==> src/rtl/vga_pattern_pkg.sv <==
// Shared types and constants for the VGA/LCD timing and test-pattern generator.
package vga_pattern_pkg;

  typedef enum logic [1:0] {
    MODE_BARS  = 2'd0,
    MODE_CHECK = 2'd1,
    MODE_BOX   = 2'd2,
    MODE_SOLID = 2'd3
  } mode_e;

  localparam logic [23:0] BAR_WHITE   = 24'hFFFFFF;
  localparam logic [23:0] BAR_YELLOW  = 24'hFFFF00;
  localparam logic [23:0] BAR_CYAN    = 24'h00FFFF;
  localparam logic [23:0] BAR_GREEN   = 24'h00FF00;
  localparam logic [23:0] BAR_MAGENTA = 24'hFF00FF;
  localparam logic [23:0] BAR_RED     = 24'hFF0000;
  localparam logic [23:0] BAR_BLUE    = 24'h0000FF;
  localparam logic [23:0] BAR_BLACK   = 24'h000000;

  function automatic int timing_total(input int sync_w, input int bp, input int active, input int fp);
    return sync_w + bp + active + fp;
  endfunction

  function automatic logic [23:0] bar_colour(input logic [2:0] idx);
    case (idx)
      3'd0:    return BAR_WHITE;
      3'd1:    return BAR_YELLOW;
      3'd2:    return BAR_CYAN;
      3'd3:    return BAR_GREEN;
      3'd4:    return BAR_MAGENTA;
      3'd5:    return BAR_RED;
      3'd6:    return BAR_BLUE;
      default: return BAR_BLACK;
    endcase
  endfunction

endpackage

==> src/rtl/vga_timing_core.sv <==
// Horizontal/vertical counters with combinational sync, data-enable, coordinate
// and strobe decode; the parent registers everything it takes from here.
module vga_timing_core
  import vga_pattern_pkg::*;
#(
  parameter int H_SYNC   = 3,
  parameter int H_BP     = 40,
  parameter int H_ACTIVE = 480,
  parameter int H_FP     = 2,
  parameter int V_SYNC   = 3,
  parameter int V_BP     = 9,
  parameter int V_ACTIVE = 272,
  parameter int V_FP     = 2,
  parameter bit HS_POL   = 1'b0,
  parameter bit VS_POL   = 1'b0,
  parameter int CNT_W    = 13
) (
  input  logic             vga_clk,
  input  logic             rst,
  input  logic             en,
  output logic             hs_o,
  output logic             vs_o,
  output logic             de_o,
  output logic [CNT_W-1:0] x_o,
  output logic [CNT_W-1:0] y_o,
  output logic             frame_start_o,
  output logic             line_start_o,
  output logic             frame_end_o
);

  localparam int H_TOTAL = timing_total(H_SYNC, H_BP, H_ACTIVE, H_FP);
  localparam int V_TOTAL = timing_total(V_SYNC, V_BP, V_ACTIVE, V_FP);

  localparam logic [CNT_W-1:0] H_LAST    = CNT_W'(H_TOTAL - 1);
  localparam logic [CNT_W-1:0] V_LAST    = CNT_W'(V_TOTAL - 1);
  localparam logic [CNT_W-1:0] H_SYNC_C  = CNT_W'(H_SYNC);
  localparam logic [CNT_W-1:0] V_SYNC_C  = CNT_W'(V_SYNC);
  localparam logic [CNT_W-1:0] H_ACT_BEG = CNT_W'(H_SYNC + H_BP);
  localparam logic [CNT_W-1:0] H_ACT_END = CNT_W'(H_SYNC + H_BP + H_ACTIVE);
  localparam logic [CNT_W-1:0] V_ACT_BEG = CNT_W'(V_SYNC + V_BP);
  localparam logic [CNT_W-1:0] V_ACT_END = CNT_W'(V_SYNC + V_BP + V_ACTIVE);

  if (H_TOTAL >= (1 << CNT_W) || V_TOTAL >= (1 << CNT_W)) begin : g_cnt_w_check
    $error("vga_timing_core: CNT_W too small for H_TOTAL/V_TOTAL");
  end

  logic [CNT_W-1:0] h_q, h_d;
  logic [CNT_W-1:0] v_q, v_d;
  logic             h_act, v_act;

  always_comb begin
    h_d = h_q;
    v_d = v_q;
    if (!en) begin
      h_d = '0;
      v_d = '0;
    end else if (h_q == H_LAST) begin
      h_d = '0;
      v_d = (v_q == V_LAST) ? '0 : v_q + 1'b1;
    end else begin
      h_d = h_q + 1'b1;
    end
  end

  always_ff @(posedge vga_clk) begin
    if (rst) begin
      h_q <= '0;
      v_q <= '0;
    end else begin
      h_q <= h_d;
      v_q <= v_d;
    end
  end

  // vs is a whole-line decode of v_cnt, so it can only move when h wraps to 0
  assign h_act         = (h_q >= H_ACT_BEG) && (h_q < H_ACT_END);
  assign v_act         = (v_q >= V_ACT_BEG) && (v_q < V_ACT_END);
  assign de_o          = h_act && v_act;
  assign x_o           = de_o ? h_q - H_ACT_BEG : '0;
  assign y_o           = de_o ? v_q - V_ACT_BEG : '0;
  assign hs_o          = (h_q < H_SYNC_C) ? HS_POL : ~HS_POL;
  assign vs_o          = (v_q < V_SYNC_C) ? VS_POL : ~VS_POL;
  assign line_start_o  = (h_q == '0);
  assign frame_start_o = (h_q == '0) && (v_q == '0);
  assign frame_end_o   = (h_q == H_LAST) && (v_q == V_LAST);

endmodule

==> src/rtl/vga_pattern_gen.sv <==
// Test-pattern generator: bars, checkerboard, bouncing box over bars and solid
// colour on top of vga_timing_core, with every output registered once.
module vga_pattern_gen
  import vga_pattern_pkg::*;
#(
  parameter int H_SYNC    = 3,
  parameter int H_BP      = 40,
  parameter int H_ACTIVE  = 480,
  parameter int H_FP      = 2,
  parameter int V_SYNC    = 3,
  parameter int V_BP      = 9,
  parameter int V_ACTIVE  = 272,
  parameter int V_FP      = 2,
  parameter bit HS_POL    = 1'b0,
  parameter bit VS_POL    = 1'b0,
  parameter int BOX_W     = 150,
  parameter int BOX_H     = 150,
  parameter int CHK_SHIFT = 4,
  parameter int CNT_W     = 13
) (
  input  logic             vga_clk,
  input  logic             rst,
  input  logic             en,
  input  logic [1:0]       mode,
  input  logic [23:0]      solid_rgb,
  input  logic [23:0]      box_rgb,
  output logic             vga_hs,
  output logic             vga_vs,
  output logic             vga_de,
  output logic [23:0]      rgb,
  output logic [CNT_W-1:0] pix_x,
  output logic [CNT_W-1:0] pix_y,
  output logic             frame_start,
  output logic             line_start
);

  localparam logic [CNT_W-1:0] BAR_LAST = CNT_W'(H_ACTIVE / 8 - 1);
  localparam logic [CNT_W-1:0] X_MAX    = CNT_W'(H_ACTIVE - BOX_W);
  localparam logic [CNT_W-1:0] Y_MAX    = CNT_W'(V_ACTIVE - BOX_H);
  localparam logic [CNT_W-1:0] BOX_W_M1 = CNT_W'(BOX_W - 1);
  localparam logic [CNT_W-1:0] BOX_H_M1 = CNT_W'(BOX_H - 1);

  if (BOX_W > H_ACTIVE || BOX_H > V_ACTIVE) begin : g_box_check
    $error("vga_pattern_gen: box larger than active area");
  end
  if (H_ACTIVE < 8 || CHK_SHIFT >= CNT_W) begin : g_geom_check
    $error("vga_pattern_gen: H_ACTIVE must be >= 8 and CHK_SHIFT < CNT_W");
  end

  logic             hs_c, vs_c, de_c, fs_c, ls_c, fe_c;
  logic [CNT_W-1:0] x_c, y_c;

  vga_timing_core #(
    .H_SYNC(H_SYNC), .H_BP(H_BP), .H_ACTIVE(H_ACTIVE), .H_FP(H_FP),
    .V_SYNC(V_SYNC), .V_BP(V_BP), .V_ACTIVE(V_ACTIVE), .V_FP(V_FP),
    .HS_POL(HS_POL), .VS_POL(VS_POL), .CNT_W(CNT_W)
  ) u_timing (
    .vga_clk       (vga_clk),
    .rst           (rst),
    .en            (en),
    .hs_o          (hs_c),
    .vs_o          (vs_c),
    .de_o          (de_c),
    .x_o           (x_c),
    .y_o           (y_c),
    .frame_start_o (fs_c),
    .line_start_o  (ls_c),
    .frame_end_o   (fe_c)
  );

  // Returns {dir, pos} after one bounce step along an axis of travel [0, pmax].
  function automatic logic [CNT_W:0] axis_step(input logic [CNT_W-1:0] pos, input logic dir,
                                               input logic [CNT_W-1:0] pmax);
    if (pmax == '0)
      return '0;
    else if (!dir)
      return (pos == pmax) ? {1'b1, pos - 1'b1} : {1'b0, pos + 1'b1};
    else
      return (pos == '0) ? {1'b0, pos + 1'b1} : {1'b1, pos - 1'b1};
  endfunction

  mode_e            mode_q;
  logic [23:0]      solid_q;
  logic [CNT_W-1:0] bx_q, by_q;
  logic             dx_q, dy_q;

  always_ff @(posedge vga_clk) begin
    if (rst) begin
      mode_q  <= MODE_BARS;
      solid_q <= '0;
      bx_q    <= '0;
      by_q    <= '0;
      dx_q    <= 1'b0;
      dy_q    <= 1'b0;
    end else if (en && fe_c) begin
      mode_q       <= mode_e'(mode);
      solid_q      <= solid_rgb;
      {dx_q, bx_q} <= axis_step(bx_q, dx_q, X_MAX);
      {dy_q, by_q} <= axis_step(by_q, dy_q, Y_MAX);
    end
  end

  // Bar state tracks the pixel currently decoded; it restarts wherever de is low
  logic [2:0]       bar_idx_q, bar_idx_d;
  logic [CNT_W-1:0] bar_pos_q, bar_pos_d;

  always_comb begin
    bar_idx_d = '0;
    bar_pos_d = '0;
    if (de_c) begin
      bar_idx_d = bar_idx_q;
      bar_pos_d = bar_pos_q;
      if (bar_pos_q == BAR_LAST) begin
        if (bar_idx_q != 3'd7) begin
          bar_idx_d = bar_idx_q + 3'd1;
          bar_pos_d = '0;
        end
      end else begin
        bar_pos_d = bar_pos_q + 1'b1;
      end
    end
  end

  always_ff @(posedge vga_clk) begin
    if (rst || !en) begin
      bar_idx_q <= '0;
      bar_pos_q <= '0;
    end else begin
      bar_idx_q <= bar_idx_d;
      bar_pos_q <= bar_pos_d;
    end
  end

  logic        in_box;
  logic [23:0] bars_rgb, rgb_d;

  assign bars_rgb = bar_colour(bar_idx_q);
  assign in_box   = (x_c >= bx_q) && (x_c <= bx_q + BOX_W_M1) &&
                    (y_c >= by_q) && (y_c <= by_q + BOX_H_M1);

  always_comb begin
    rgb_d = '0;
    if (de_c) begin
      unique case (mode_q)
        MODE_BARS:  rgb_d = bars_rgb;
        MODE_CHECK: rgb_d = (x_c[CHK_SHIFT] ^ y_c[CHK_SHIFT]) ? 24'hFFFFFF : 24'h000000;
        MODE_BOX:   rgb_d = in_box ? box_rgb : bars_rgb;
        MODE_SOLID: rgb_d = solid_q;
      endcase
    end
  end

  logic             hs_q, vs_q, de_q, fs_q, ls_q;
  logic [23:0]      rgb_q;
  logic [CNT_W-1:0] x_q, y_q;

  always_ff @(posedge vga_clk) begin
    if (rst || !en) begin
      hs_q  <= ~HS_POL;
      vs_q  <= ~VS_POL;
      de_q  <= 1'b0;
      rgb_q <= '0;
      x_q   <= '0;
      y_q   <= '0;
      fs_q  <= 1'b0;
      ls_q  <= 1'b0;
    end else begin
      hs_q  <= hs_c;
      vs_q  <= vs_c;
      de_q  <= de_c;
      rgb_q <= rgb_d;
      x_q   <= x_c;
      y_q   <= y_c;
      fs_q  <= fs_c;
      ls_q  <= ls_c;
    end
  end

  assign vga_hs      = hs_q;
  assign vga_vs      = vs_q;
  assign vga_de      = de_q;
  assign rgb         = rgb_q;
  assign pix_x       = x_q;
  assign pix_y       = y_q;
  assign frame_start = fs_q;
  assign line_start  = ls_q;

endmodule

==> config.mk <==
export PLATFORM = sky130hd
export DESIGN_NAME = vga_pattern_gen
export DESIGN_NICKNAME = d
export VERILOG_FILES = /design/src/rtl/vga_pattern_pkg.sv /design/src/rtl/vga_timing_core.sv /design/src/rtl/vga_pattern_gen.sv
export SDC_FILE = /design/constraint.sdc
export NUM_CORES = 1
export LEC_CHECK = 0
export CAP_MARGIN = 5
export CORE_MARGIN = 4
export CORE_UTILIZATION = 30
export CTS_BUF_LIST = sky130_fd_sc_hd__clkbuf_16
export DETAILED_ROUTE_END_ITERATION = 6
export SKIP_LAST_GASP = 1
export SLEW_MARGIN = 20
export SYNTH_ARGS = -nofsm -noshare
export SYNTH_HDL_FRONTEND = slang
export SYNTH_SLANG_ARGS = --single-unit
==> constraint.sdc <==
create_clock -name vga_clk -period 5.8 [get_ports vga_clk]
set_input_delay 0.58 -clock vga_clk [delete_from_list [all_inputs] [get_ports vga_clk]]
set_output_delay 0.58 -clock vga_clk [all_outputs]
set_load 0.05 [all_outputs]
==> metrics.log <==
INFO  metric outcome = complete, no violations
INFO  metric clk_latency = 430 ps
INFO  metric grt_first_pass_wirelength = 39100 µm
INFO  metric post_cts.resized_instances = 0
INFO  metric floorplan.core_area = 28900 µm²
INFO  metric number_of_flops_mapped_to_enable_cells_by_yosys = 0
INFO  metric area.sequential = 3020 µm²
INFO  metric critPathMaxStageDelay = 650 ps
INFO  metric clockPowerShare = 48.9%
INFO  metric postCtsSetupBuffers = 0
INFO  metric synth_top_flop_cell = sky130_fd_sc_hd__dfxtp_1
INFO  metric grt_remaining_overflow = 0
INFO  metric power.density_cell_area = 205 nW/µm²
INFO  metric ir_drop = 181 µV
INFO  metric timing.fmax = 0.200 GHz
INFO  metric route.detailed.drc = 0
INFO  metric syn_avg_cell_area = 7.97 µm²
INFO  metric worst_ep_arrival_time = 5370 ps
INFO  metric total_power = 2.19 mW
INFO  metric route.detailed.vias_per_inst = 5.03
INFO  metric drive_gt1_share = 4.63%
INFO  metric cts.path.max_buffers = 2
INFO  metric detailedRoute.firstIterationViolations = 637
INFO  metric antenna-diode-count = 0
INFO  metric cap_violations = 0
INFO  metric setup_total_negative_slack = 0 ps
INFO  metric floorplan.die.width = 179 µm
INFO  metric critical_path.n_buffers_inverters = 0
INFO  metric num_vias = 7900
INFO  metric critical_path.startpoint_type = register
INFO  metric die_height = 179 µm
INFO  metric worstHoldPathType = register to register
INFO  metric p_int = 1.65 mW
INFO  metric share_of_power_burned_in_registers = 47.6%
INFO  metric synthesis.area = 8820 µm²
INFO  metric timing.final.setup_violations = 0
INFO  metric final_cells = 1572
INFO  metric final_design_area_no_fill = 10700 µm²
INFO  metric wl_per_cell = 15.1 µm
INFO  metric fp.dieArea = 32200 µm²
INFO  metric numPortBuffers = 107
INFO  metric hold_violations = 0
INFO  metric remaining_max_slew_budget_at_the_tightest_pin = 31.2%
INFO  metric layout.cells.most_common_list = sky130_fd_sc_hd__nor2_1 (165), sky130_fd_sc_hd__dfxtp_1 (151), sky130_fd_sc_hd__nand2_1 (112)
INFO  metric cp_data_required_time = 6160 ps
INFO  metric syn_inst = 1107
INFO  metric flow.area_growth_from_synthesis = 21.0%
INFO  metric seq_area_frac_synth = 34.3%
INFO  metric io_pins = 108
INFO  metric grt_util_all_layers = 14.4%
INFO  metric sw_frac_of_total = 24.8%
INFO  metric cts_root_buf = sky130_fd_sc_hd__clkbuf_16
INFO  metric ys_ff_latch = 151
INFO  metric worst_clk_skew = 14.5 ps
INFO  metric yosys.cell_types.count = 70
INFO  metric clock_tree.htree_level_count = 4
INFO  metric clkSlewWorstSetupHoldPaths = 70 ps
INFO  metric tritoncts = yes
INFO  metric worst_path_max_delay_cell = sky130_fd_sc_hd__or2_1
INFO  metric p_sw = 0.542 mW
INFO  metric detail-route-antenna-nets = 0
INFO  metric final.period_utilization = 86.3%
INFO  metric grt_start_max_net_pins = 57
INFO  metric routed_wl = 23700 µm
INFO  metric cts_inserted_buffers = 17
INFO  metric post-route-min-period = 5010 ps
INFO  metric layout.nets = 1293
INFO  metric detail_route.first_pass.iterations = 7
INFO  metric post_route_utilization = 37.0%
INFO  metric post_dp_cell_area = 10100 µm²
INFO  metric placed_cells_incl_taps = 1540
INFO  metric pwr-share-comb = 3.5%
INFO  metric initial_core_util = 30.6%
INFO  metric final_count_of_pins_violating_max_slew = 0
INFO  metric worst_setup_path_end_kind = register
INFO  metric synth-warning-count = 0
INFO  metric first_global_vias = 7679
INFO  metric mappedNetlistNets = 1225
INFO  metric cts_hold_buffers = 0
INFO  metric criticalPathCategory = register to register
INFO  metric dp_hpwl = 17400 µm
INFO  metric multi_input_area = 5310 µm²
INFO  metric nFillCells = 3007
INFO  metric gp_congestion = 0.929
INFO  metric final_common_cell = sky130_fd_sc_hd__nor2_1
INFO  metric worst_pin_slew = 1030 ps
INFO  metric placementRows = 62
INFO  metric worstPathMaxFanout = 28
INFO  metric cts_sinks = 151
INFO  metric crit_chain = ha_1, nor4b_1, a211o_1, nand4b_2, or2_1, nor3_1, ha_1, or2_2, maj3_1, a311o_1, a221oi_2, a311o_2, a31oi_1, a211o_1, a21boi_1
INFO  metric power_leakage = 4.21 nW
INFO  metric rsz0062_at_grt = false
INFO  metric worst_path_dominant_cell_family = simple AND/OR/NAND/NOR gates
INFO  metric number_of_antenna_violations_at_the_first_check_in_global_routing = 0
INFO  metric synth-async-reset-ratio = 0%
==> cell type report <==
type	instances	share of cell area, %
clock buffer	17	3.99
clock inverter	15	1.27
inverter	55	1.93
multi-input combinational	839	49.7
sequential	151	28.3
tap	384	4.50
timing repair buffer	111	10.3
==> power groups by stage <==
stage	Combinational, mW	Sequential, mW	Clock, mW
2_1_floorplan	0.0225	1.07	0
4_1_cts	0.0769	1.04	1.09
3_5_place_dp	0.0763	1.07	0
5_1_grt	0.0819	1.04	1.13
3_3_place_gp	0.0771	1.07	0
6_report	0.0765	1.04	1.07
==> cells in the mapped netlist, drive strengths merged, types with 4 or more instances <==
cell type    n  share of area, %
a211o       26               2.6
a211oi      10              0.85
a21boi       8              0.68
a21o        11              0.94
a21oi       92               5.2
a221oi       5              0.64
and2         9              0.67
and3        14              0.99
and4         6              0.62
buf         24               1.7
clkbuf      38               1.6
dfxtp      151                34
ha          65               9.2
inv         52               2.2
nand2      114               4.8
nand3       28               1.6
nand4       20               1.4
nor2       165               7.0
nor2b        6              0.43
nor3        26               1.5
nor3b        5              0.43
nor4        18               1.3
o211ai       4              0.34
o21a        10              0.85
o21ai       39               2.3
o21bai       4              0.34
or3         20               1.4
xnor2       60               6.0
xor2        25               2.5
==> state kept, by name, indices dropped and copies added (netlist names) <==
register,flops
bar_idx_q,3
bar_pos_q,13
bx_q,13
by_q,13
dx_q,1
dy_q,1
frame_start,1
line_start,1
mode_q,2
pix_x,13
pix_y,13
rgb,24
solid_q,24
u_timing.h_q,13
u_timing.v_q,13
vga_de,1
vga_hs,1
vga_vs,1
==> worst paths after layout <==
| check | startpoint | endpoint | slack [ps] | cells after the start |
|---|---|---|---|---|
| setup reg to reg | u_timing.v_q[2] | rgb[13] | 790 | 15 |
| hold reg to reg | solid_q[1] | solid_q[1] | 460 | 2 |
| setup / recovery | u_timing.v_q[2] | rgb[13] | 790 | 15 |
| hold / removal | solid_q[1] | solid_q[1] | 460 | 2 |
==> cells by family (layout without fill, tap and decap cells) <==
family | Yosys count | count (layout) | share of synthesized area, %
buf+inv | 117 | 198 | 5.69
compound gates | 239 | 239 | 18.1
flops | 151 | 151 | 34.3
mux | 4 | 4 | 0.468
simple gates | 444 | 444 | 23.5
xor+xnor | 86 | 86 | 8.69
fa+ha+maj | 66 | 66 | 9.33
==> metal layers <==
layer | global-route usage [%] | part of all wire (%)
met2 | 22.4 | 45
met1 | 19.6 | 48
met5 | 0 | 0
met3 | 3.17 | 5.4
met4 | 5.27 | 2.0
==> stage by stage <==
stage | hold WS [ps] | worst slack (ps)
floorplan | 437 | 1470
global placement | 443 | 975
detailed placement | 451 | 849
CTS | 461 | 840
global route | 474 | 427
finish | 458 | 794
==> worst register-to-register path: stages, from the launching register on <==
cell and delay [ps]:
sky130_fd_sc_hd__dfxtp_1 490, sky130_fd_sc_hd__ha_1 300, sky130_fd_sc_hd__nor4b_1 270, sky130_fd_sc_hd__a211o_1 190
sky130_fd_sc_hd__nand4b_2 150, sky130_fd_sc_hd__or2_1 650, sky130_fd_sc_hd__nor3_1 440, sky130_fd_sc_hd__ha_1 310
sky130_fd_sc_hd__or2_2 300, sky130_fd_sc_hd__maj3_1 340, sky130_fd_sc_hd__a311o_1 340, sky130_fd_sc_hd__a221oi_2 240
sky130_fd_sc_hd__a311o_2 180, sky130_fd_sc_hd__a31oi_1 260, sky130_fd_sc_hd__a211o_1 360, sky130_fd_sc_hd__a21boi_1 120
Note: power is estimated with default switching activity, not from simulation.
